### src/rtl/tone_demodulator.sv
// rtl/tone_demodulator.sv - 8-tone on/off keying period classifier with lock detection and one-hot tone output
// Optional feature: define DEMOD_GLITCH_FILTER_EN to insert a 3-sample majority filter after the synchronizer.
module tone_demodulator #(
  parameter int CNT_W   = 18,
  parameter int TONE0_P = 75592,
  parameter int TONE1_P = 84848,
  parameter int TONE2_P = 95240,
  parameter int TONE3_P = 100902,
  parameter int TONE4_P = 113260,
  parameter int TONE5_P = 127130,
  parameter int TONE6_P = 142698,
  parameter int TONE7_P = 151182,
  parameter int TOL     = 1000,
  parameter int MATCH_N = 3,
  parameter int TIMEOUT = 200000
) (
  input  logic       clk,
  input  logic       rst,
  input  logic       sig_in,
  output logic [7:0] data_out,
  output logic       data_valid,
  output logic       carrier_det
);

  localparam logic [1:0] IDLE   = 2'd0;
  localparam logic [1:0] ARMED  = 2'd1;
  localparam logic [1:0] LOCKED = 2'd2;

  localparam logic [CNT_W-1:0] TONE_P [8] = '{
    CNT_W'(TONE0_P), CNT_W'(TONE1_P), CNT_W'(TONE2_P), CNT_W'(TONE3_P),
    CNT_W'(TONE4_P), CNT_W'(TONE5_P), CNT_W'(TONE6_P), CNT_W'(TONE7_P)
  };
  localparam logic [CNT_W-1:0] TIMEOUT_C = CNT_W'(TIMEOUT);
  localparam logic signed [CNT_W:0] TOL_C = (CNT_W+1)'(TOL);
  localparam logic [3:0] MATCH_C = 4'(MATCH_N);

  logic sync1_q, sync1_d;
  logic sync2_q, sync2_d;
  logic prev_q, prev_d;
  logic edge_src;
  logic edge_det;

  logic [CNT_W-1:0] cnt_q, cnt_d;
  logic [1:0]       state_q, state_d;
  logic [2:0]       cand_q, cand_d;
  logic [3:0]       run_q, run_d;
  logic [7:0]       data_q, data_d;
  logic             valid_q, valid_d;
  logic             carrier_q, carrier_d;

  logic [CNT_W-1:0]   period;
  logic signed [CNT_W:0] diff;
  logic signed [CNT_W:0] adiff;
  logic               match;
  logic [2:0]         match_k;
  logic [3:0]         run_next;
  logic               timeout;

`ifdef DEMOD_GLITCH_FILTER_EN
  logic f1_q, f1_d;
  logic f2_q, f2_d;
  logic filt_q, filt_d;

  // Majority of three consecutive synchronized samples; a 1-clk pulse never wins the vote
  always_comb begin
    f1_d   = sync2_q;
    f2_d   = f1_q;
    filt_d = (sync2_q & f1_q) | (sync2_q & f2_q) | (f1_q & f2_q);
  end

  // Filter history and registered vote
  always_ff @(posedge clk or negedge rst) begin
    if (!rst) begin
      f1_q   <= 1'b0;
      f2_q   <= 1'b0;
      filt_q <= 1'b0;
    end else begin
      f1_q   <= f1_d;
      f2_q   <= f2_d;
      filt_q <= filt_d;
    end
  end

  assign edge_src = filt_q;
`else
  assign edge_src = sync2_q;
`endif

  // Two-flop synchronizer plus previous-sample register for rising edge detection
  always_comb begin
    sync1_d = sig_in;
    sync2_d = sync1_q;
    prev_d  = edge_src;
  end

  assign edge_det = edge_src & ~prev_q;

  // Period counter: restarts on each edge, saturates so it never wraps
  always_comb begin
    if (edge_det) begin
      cnt_d = '0;
    end else if (cnt_q == TIMEOUT_C) begin
      cnt_d = cnt_q;
    end else begin
      cnt_d = cnt_q + CNT_W'(1);
    end
  end

  assign period  = cnt_q + CNT_W'(1);
  assign timeout = (state_q != IDLE) && (cnt_q == TIMEOUT_C);

  // Classify the measured period; scanning downward lets the lowest matching tone win
  always_comb begin
    match   = 1'b0;
    match_k = 3'd0;
    diff    = '0;
    adiff   = '0;
    for (int k = 7; k >= 0; k--) begin
      diff  = $signed({1'b0, period}) - $signed({1'b0, TONE_P[k]});
      adiff = diff[CNT_W] ? -diff : diff;
      if (adiff <= TOL_C) begin
        match   = 1'b1;
        match_k = 3'(k);
      end
    end
  end

  // Lock state machine and registered outputs
  always_comb begin
    state_d   = state_q;
    cand_d    = cand_q;
    run_d     = run_q;
    data_d    = data_q;
    valid_d   = 1'b0;
    carrier_d = carrier_q;
    run_next  = 4'd0;
    if (timeout) begin
      // A coincident edge becomes the new reference edge
      state_d   = edge_det ? ARMED : IDLE;
      run_d     = 4'd0;
      data_d    = 8'h00;
      carrier_d = 1'b0;
    end else begin
      case (state_q)
        IDLE: begin
          if (edge_det) state_d = ARMED;
        end
        ARMED: begin
          if (edge_det) begin
            if (!match) begin
              run_d = 4'd0;
            end else begin
              if (match_k == cand_q) begin
                run_next = run_q + 4'd1;
              end else begin
                run_next = 4'd1;
                cand_d   = match_k;
              end
              run_d = run_next;
              if (run_next >= MATCH_C) begin
                state_d   = LOCKED;
                data_d    = 8'h01 << match_k;
                carrier_d = 1'b1;
                valid_d   = 1'b1;
              end
            end
          end
        end
        LOCKED: begin
          if (edge_det) begin
            if (!match) begin
              state_d   = ARMED;
              run_d     = 4'd0;
              data_d    = 8'h00;
              carrier_d = 1'b0;
            end else if (match_k != cand_q) begin
              state_d   = ARMED;
              cand_d    = match_k;
              run_d     = 4'd1;
              data_d    = 8'h00;
              carrier_d = 1'b0;
            end
          end
        end
        default: begin
          state_d   = IDLE;
          run_d     = 4'd0;
          data_d    = 8'h00;
          carrier_d = 1'b0;
        end
      endcase
    end
  end

  // All state registers
  always_ff @(posedge clk or negedge rst) begin
    if (!rst) begin
      sync1_q   <= 1'b0;
      sync2_q   <= 1'b0;
      prev_q    <= 1'b0;
      cnt_q     <= '0;
      state_q   <= IDLE;
      cand_q    <= 3'd0;
      run_q     <= 4'd0;
      data_q    <= 8'h00;
      valid_q   <= 1'b0;
      carrier_q <= 1'b0;
    end else begin
      sync1_q   <= sync1_d;
      sync2_q   <= sync2_d;
      prev_q    <= prev_d;
      cnt_q     <= cnt_d;
      state_q   <= state_d;
      cand_q    <= cand_d;
      run_q     <= run_d;
      data_q    <= data_d;
      valid_q   <= valid_d;
      carrier_q <= carrier_d;
    end
  end

  assign data_out    = data_q;
  assign data_valid  = valid_q;
  assign carrier_det = carrier_q;

endmodule

### config.mk
export PLATFORM = sky130hd
export DESIGN_NAME = tone_demodulator
export DESIGN_NICKNAME = d
export VERILOG_FILES = /design/src/rtl/tone_demodulator.sv
export SDC_FILE = /design/constraint.sdc
export NUM_CORES = 1
export LEC_CHECK = 0
export ABC_AREA = 1
export CAP_MARGIN = 20
export CORE_UTILIZATION = 40
export CTS_CLUSTER_DIAMETER = 100
export DETAILED_ROUTE_END_ITERATION = 12
export DONT_BUFFER_PORTS = 1
export GPL_TIMING_DRIVEN = 1
export SETUP_SLACK_MARGIN = 0.02
export SYNTH_ARGS = -nofsm -noshare
export SYNTH_HDL_FRONTEND = slang
export SYNTH_SLANG_ARGS = --single-unit
export TNS_END_PERCENT = 20
### constraint.sdc
create_clock -name clk -period 8 [get_ports clk]
set_clock_uncertainty 0.15 [all_clocks]
set_input_delay 1.6 -clock clk [delete_from_list [all_inputs] [get_ports clk]]
set_output_delay 1.6 -clock clk [all_outputs]
set_load 0.02 [all_outputs]
# --- Yosys cells after proc, flatten, opt, wreduce, memory -nomap -nowiden ---
# Index checks and enable logic that the tools add are counted.
totals:
  ff_bits: 40
  latchBits: 0
  mem_bits_rw: 0
  rom_bits: 0
  input_bits: 3
  elab_cells: 144
  memories: 0
classes:
  n_addsub: 18
  multipliers: 0
  div_mod_pow: 0
  magnitude_cmp: 9
  eq_ne: 19
  shift: 1
  mux: 76
  n_bitwise: 3
  n_reduce_logical: 8
op_table:
  columns: ["cell", "n"]
  rows:
  - ["$le 19x11->1 const B", 8]
  - ["$mux 19", 8]
  - ["$neg 19->19", 8]
  - ["$sub 18x17->19 const B", 6]
  - ["$mux 8", 7]
  - ["$mux 4", 11]
  - ["$mux 3", 14]
  - ["$sub 18x18->19 const B", 2]
  - ["$mux 18", 2]
  - ["$pmux 8 s3", 1]
  - ["$mux 1", 21]
  - ["$add 18x1->18 const B", 1]
  - ["$eq 18x18->1 const B", 1]
  - ["$mux 2", 8]
  - ["$ne 2x2->1 const B", 8]
  - ["$ne 3x3->1 const B", 5]
  - ["$pmux 4 s3", 1]
  - ["$reduce_and 6->1", 2]
  - ["$reduce_and 8->1", 1]
  - ["$shl 1x3->8 const A", 1]
  - ["$pmux 2 s3", 1]
  - ["$pmux 3 s2", 1]
  - ["$add 4x1->4 const B", 1]
  - ["$ge 4x2->1 const B", 1]
  - ["other kinds (12)", 14]

# --- Logic depth before layout (Yosys ltp) ---
logic_depth:
  ltp_word: 25
  depth_mapped: 38
  depth_no_buf: 36

# --- Worst setup path after synthesis ---
# Ideal clock, no wire load.
synth_timing:
  path_type: "register to register"
  from: "reg cnt_q[0]"
  to: "reg state_q[0]"
  setup_time_ns: 0.117
  arrival_ns: 4.166
  required_ns: 7.733
  path_slack_ns: 3.568
  path_stages_with_launch: 35
  path_buffers: 3
  synth_period_minus_slack_ns: 4.432
  cell_sequence: "dfrtp_1 -> ha_1 -> buf_4 -> or2_2 -> nand2_1 -> inv_1 -> ha_1 -> nor2_1 -> inv_1 -> nand2_1 -> nand3_1 -> nand2_2 -> nand3_2 -> nand2_2 -> nand2_1 -> nand2_4 -> buf_6 -> nand2_1 -> nand2_1 -> inv_1 -> nand2_1 -> nand3_1 -> nor2_1 -> nand3_2 -> nand2_1 -> inv_1 -> nand3_1 -> nand2_1 -> nor2_4 -> nand4_2 -> nand3_2 -> buf_6 -> nand2_2 -> nand2_1 -> nand2_1"
synth_via:
  elab_chain_cells: 22
  word_cells_on_any_way: 70
  cone_classes: "17 x add/sub; 9 x order compare; 9 x eq/ne; 33 x mux; 2 x reduce/logical"
synth_lines:
  columns: ["element", "line", "source"]
  rows:
  - ["start: declaration", "43", "logic [CNT_W-1:0] cnt_q, cnt_d;"]
  - ["start signal: assignment", "212", "cnt_q <= cnt_d;"]
  - ["$add 18x1->18", "109", "assign period = cnt_q + CNT_W'(1);"]
  - ["$sub 18x18->19", "119", "diff = $signed({1'b0, period}) - $signed({1'b0, TONE_P[k]});"]
  - ["$neg 19->19", "120", "adiff = diff[CNT_W] ? -diff : diff;"]
  - ["$mux 19", "120", null]
  - ["$le 19x11->1", "121", "if (adiff <= TOL_C) begin"]
  - ["$mux 3 (8 in a row)", "121", null]
  - ["$eq 3x3->1", "153", "if (match_k == cand_q) begin"]
  - ["$mux 4", "153", null]
  - ["$mux 4", "150", "if (!match) begin"]
  - ["$mux 4", "149", "if (edge_det) begin"]
  - ["$mux 4", "144", "case (state_q)"]
  - ["$mux 4", "137", "if (timeout) begin"]
  - ["$ge 4x2->1", "160", "if (run_next >= MATCH_C) begin"]
  - ["$ne 3x3->1 (no source line)", null, null]
  - ["$reduce_and 6->1 (no source line)", null, null]
  - ["end signal: assignment", "213", "state_q <= state_d;"]
  - ["end: declaration", "44", "logic [1:0] state_q, state_d;"]
# Several ways; a longest one is shown, not always the timed one. The select of a mux whose other input is x is not followed.
# A chain may end at the register's enable or synchronous reset.

# --- Worst setup path after layout ---
layout_timing:
  from: "reg cnt_q[0]"
  to: "reg data_q[4] (netlist: data_out[4])"
layout_via:
  elab_chain_cells: 22
  word_cells_on_any_way: 74
  cone_classes: "17 x add/sub; 9 x order compare; 9 x eq/ne; 1 x shift; 36 x mux; 2 x reduce/logical"
layout_lines:
  columns: ["element", "line", "source"]
  rows:
  - ["$add 18x1->18", "109", null]
  - ["$sub 18x18->19", "119", null]
  - ["$neg 19->19", "120", null]
  - ["$mux 19", "120", null]
  - ["$le 19x11->1", "121", null]
  - ["$mux 3 (8 in a row)", "121", null]
  - ["$eq 3x3->1", "153", null]
  - ["$mux 4", "153", null]
  - ["$mux 4", "150", null]
  - ["$mux 4", "149", null]
  - ["$mux 4", "144", null]
  - ["$mux 4", "137", null]
  - ["$ge 4x2->1", "160", null]
  - ["$ne 3x3->1 (no source line)", null, null]
  - ["$reduce_and 6->1 (no source line)", null, null]
  - ["end signal: assignment", "216", "data_q <= data_d;"]
  - ["end: declaration", "47", "logic [7:0] data_q, data_d;"]
# Several ways; a longest one is shown, not always the timed one. The select of a mux whose other input is x is not followed.

==> metrics.md <==
| Metric | Value |
|---|---|
| Status | `finished, final reports clean` |
| Syn_area_per_cell | `5.217 µm²` |
| 1st-iter DRT viols | `1,436` |
| Synth Cell Area | `0.01003 mm²` |
| Worst Hold Class | `reg -> reg` |
| Finished Core Util | `between 40% and 50%` |
| Crit path max-delay cell type | `dfrtp_1` |
| Register area share after synthesis | `9.983%` |
| Number of I/O pins | `13` |
| Synth unique cells | `44` |
| Synth Flop Type | `dfrtp_1` |
| Post-synth net total | `1,953` |
| Nets@finish | `~1,900` |
| Ratio of cells with drive above 1 in the final layout | `approximately a tenth` |
| Num rows | `57` |
| Post-detail-place hpwl | `27,010 µm` |
| Leakage | `6.087 nW` |
| FMAX | `0.1770 GHz` |
| Via density per instance | `5.431` |
| Layout area overhead | `1.910%` |
| DR vias | `11,986` |
| Setup tns final | `0 ns` |
| Fill count | `2,735` |
| Top cells by area, synth | `nand2_1 (30%), nand3_1 (13%), dfrtp_1 (10%)` |
| Gpl congestion | `0.9591` |
| CP Class | `reg -> reg` |
| DRC | `0` |
| Synth Register Bits | `40` |
| Multiplexer share of the synthesized area | `0%` |
| Gr usage total | `26.86%` |
| Max-slew violations | `0` |
| Syn. warnings | `0` |
| Routed wire per std cell | `15.68 µm` |
| Die width | `160.3 µm` |
| Unrepaired setup endpoints after global routing | `no` |
| Post-Syn Instances | `1,922` |
| Initial antenna violation count | `0` |
| First-pass iteration count of the detailed router | `7` |
| Buffers on Ports | `0` |
| Vias in the first global route | `roughly 11,000` |
| Final Hold Fails | `0` |
| Total Wirelength | `34,600 µm` |
| Fin area | `0.01022 mm²` |
| EDFF count, synth | `0` |
| DP Area | `just over 0.01 mm²` |
| Slew margin rel. | `between 40% and 50%` |
| Pwr Density | `111.4 mW/mm²` |
| Clock root cell | `clkbuf_16` |
| Ys async rst share | `100.0%` |
| Synth top area share | `roughly 30%` |
| Die height | `160.3 µm` |
| Die area | `roughly 0.026 mm²` |
| CTS tree | `built` |
| Hold Slack | `0.1997 ns` |
| Worst setup margin | `2.349 ns` |
| Global-route wire length before repair | `55,630 µm` |
| Synth Area in Simple Gates | `67.10%` |
| CTS buffer count | `5` |
| CP startpoint kind | `flop` |
| Count of final setup violators | `0` |
| Post-CTS Hold Fix Bufs | `0` |
| Overflow after GRT | `0` |
| Fin crit period | `5.651 ns` |
| Starting Density | `40.99%` |
| Part of the cycle the worst path needs | `70.64%` |
| Most frequent cell after synthesis | `nand2_1` |
| Post-synth top area cell | `nand2_1` |
| Clock buffer depth | `2` |
| Worst-path fanout max | `11` |
| Sink Count | `40` |
| CP peak stage delay | `about 0.48 ns` |
| Post-CTS Setup Inserts | `0` |
| Xor-xnor portion of the synthesized cell area | `3.968%` |
| N_diodes | `0` |
| Max Cap Viol | `0` |
| H-tree levels | `2` |
| Adder-Cell Fraction of Synth Area | `3.494%` |
| Core Box Area | `0.02446 mm²` |
| Top post-synthesis cells by count | `nand2_1 (798), nand3_1 (263), nor2_1 (222), inv_1 (161), nand2_2 (50)` |
| Least-Margin Pin Slew | `0.8158 ns` |
| CTS resizes | `0` |
| Worst-Skew Late Latency | `0.29 ns` |
| Crit path DAT | `around 5.7 ns` |
| Worst setup EP type | `flop` |
| Cell mode on critical path | `nand2_1` |
| Largest net degree at the start of global routing | `41` |
| Synth Area in Compound Gates | `4.143%` |
| WP data required | `8.02 ns` |
| Largest family of logic cells by synthesized area | `simple AND/OR/NAND/NOR gates` |
| Clock slew at reported path FFs | `0.06 ns` |
| ANT nets after route | `0` |
| Max VDD drop | `0.0001015 V` |
| Place WS | `between 2 and 2.5 ns` |
==> kinds of logic after synthesis <==
group,after synthesis
compound gates,75
xor+xnor,42
fa+ha+maj,28
buf+inv,246
flops,40
simple gates,1491
==> area by class of cell <==
type / instances / area [µm²] / area share (%)
clock buffers: 5 / 125.1 / 1.224
well taps: 324 / 405.4 / 3.967
flip-flops and latches: 40 / 1001 / 9.795
inverters: 194 / 735.7 / 7.200
repair buffers: 8 / 60.06 / 0.5877
multi-input cells: 1636 / 7891 / 77.23
==> worst max-delay path: cells and delay by family (launching register included) <==
kind          cells  cell delay, ns
flops             1            0.48
fa+ha+maj         2            0.72
simple gates     26            3.82
buf+inv           3            0.37
==> where the power goes <==
part / internal, W / switching, W
clock network: 0.000110 / 0.0000761
registers: 0.000215 / 0.0000269
logic: 0.000210 / 0.000501
==> sequential cells by signal, summed over array words and instances (netlist names) <==
name / cells
data_valid: 1
data_out: 8
edge_src: 1
sync1_q: 1
cand_q: 3
run_q: 4
carrier_det: 1
prev_q: 1
state_q: 2
cnt_q: 18
==> worst paths after layout <==
path                                 startpoint                 endpoint  slack (ns)  cells after the start
max                        cnt_q[0]$_DFFE_PN0P_  data_out[4]$_DFFE_PN0P_        2.35                     31
min                           sync1_q$_DFF_PN0_       edge_src$_DFF_PN0_        0.20                      0
min in group asynchronous                   rst  data_out[5]$_DFFE_PN0P_        0.86                      0
min reg2reg                   sync1_q$_DFF_PN0_       edge_src$_DFF_PN0_        0.20                      0
max reg2reg                cnt_q[0]$_DFFE_PN0P_  data_out[4]$_DFFE_PN0P_        2.35                     31
max in group asynchronous                   rst     cnt_q[4]$_DFFE_PN0P_        6.76                      0
==> layer usage <==
metal / global-route usage (%) / routed length, µm / vias to the layer above / share of wire, %
met3: 3.099 / 3334 / 64 / 9.6
met4: 10.35 / 1145 / 0 / 3.3
met2: 44.17 / 15290 / 567 / 44
met1: 35.87 / 14830 / 5351 / 43
li1: - / - / 6004 / -
met5: 0 / 0 / - / 0
==> layout by cell type (no fill, tap or decap), types with 2 or more instances in the layout <==
master | synthesis | final
nand4_2 | 2 | 2
nor2_4 | 5 | 5
o211ai_1 | 2 | 2
nand2_2 | 50 | 50
xor2_2 | 3 | 3
nand2_4 | 16 | 16
nand3_1 | 263 | 263
nand3b_1 | 17 | 17
a21oi_1 | 11 | 11
o21ai_2 | 2 | 2
nor4_1 | 4 | 4
or2_2 | 3 | 3
nor2_2 | 31 | 31
nor2_8 | 4 | 4
nor2_1 | 222 | 222
clkbuf_16 | 0 | 5
inv_1 | 161 | 161
xnor2_1 | 8 | 8
o21ai_0 | 40 | 40
inv_4 | 3 | 3
dfrtp_1 | 40 | 40
buf_4 | 10 | 8
xor2_1 | 30 | 30
ha_1 | 28 | 28
inv_2 | 25 | 25
nor3_1 | 11 | 11
o21ai_1 | 13 | 13
nand2_1 | 798 | 798
clkinv_1 | 5 | 5
nand3_4 | 3 | 3
nand4_1 | 42 | 42
o21bai_1 | 4 | 4
nand3_2 | 18 | 18
==> per-stage QoR <==
stage	instances	power, W
after floorplan	1922	0.0007937
after CTS	2207	0.001129
after global routing	2207	0.001237
after global placement	2202	0.0009310
after detailed placement	2202	0.0009400
final	2207	0.001139
Note: power is estimated with default switching activity, not from simulation.
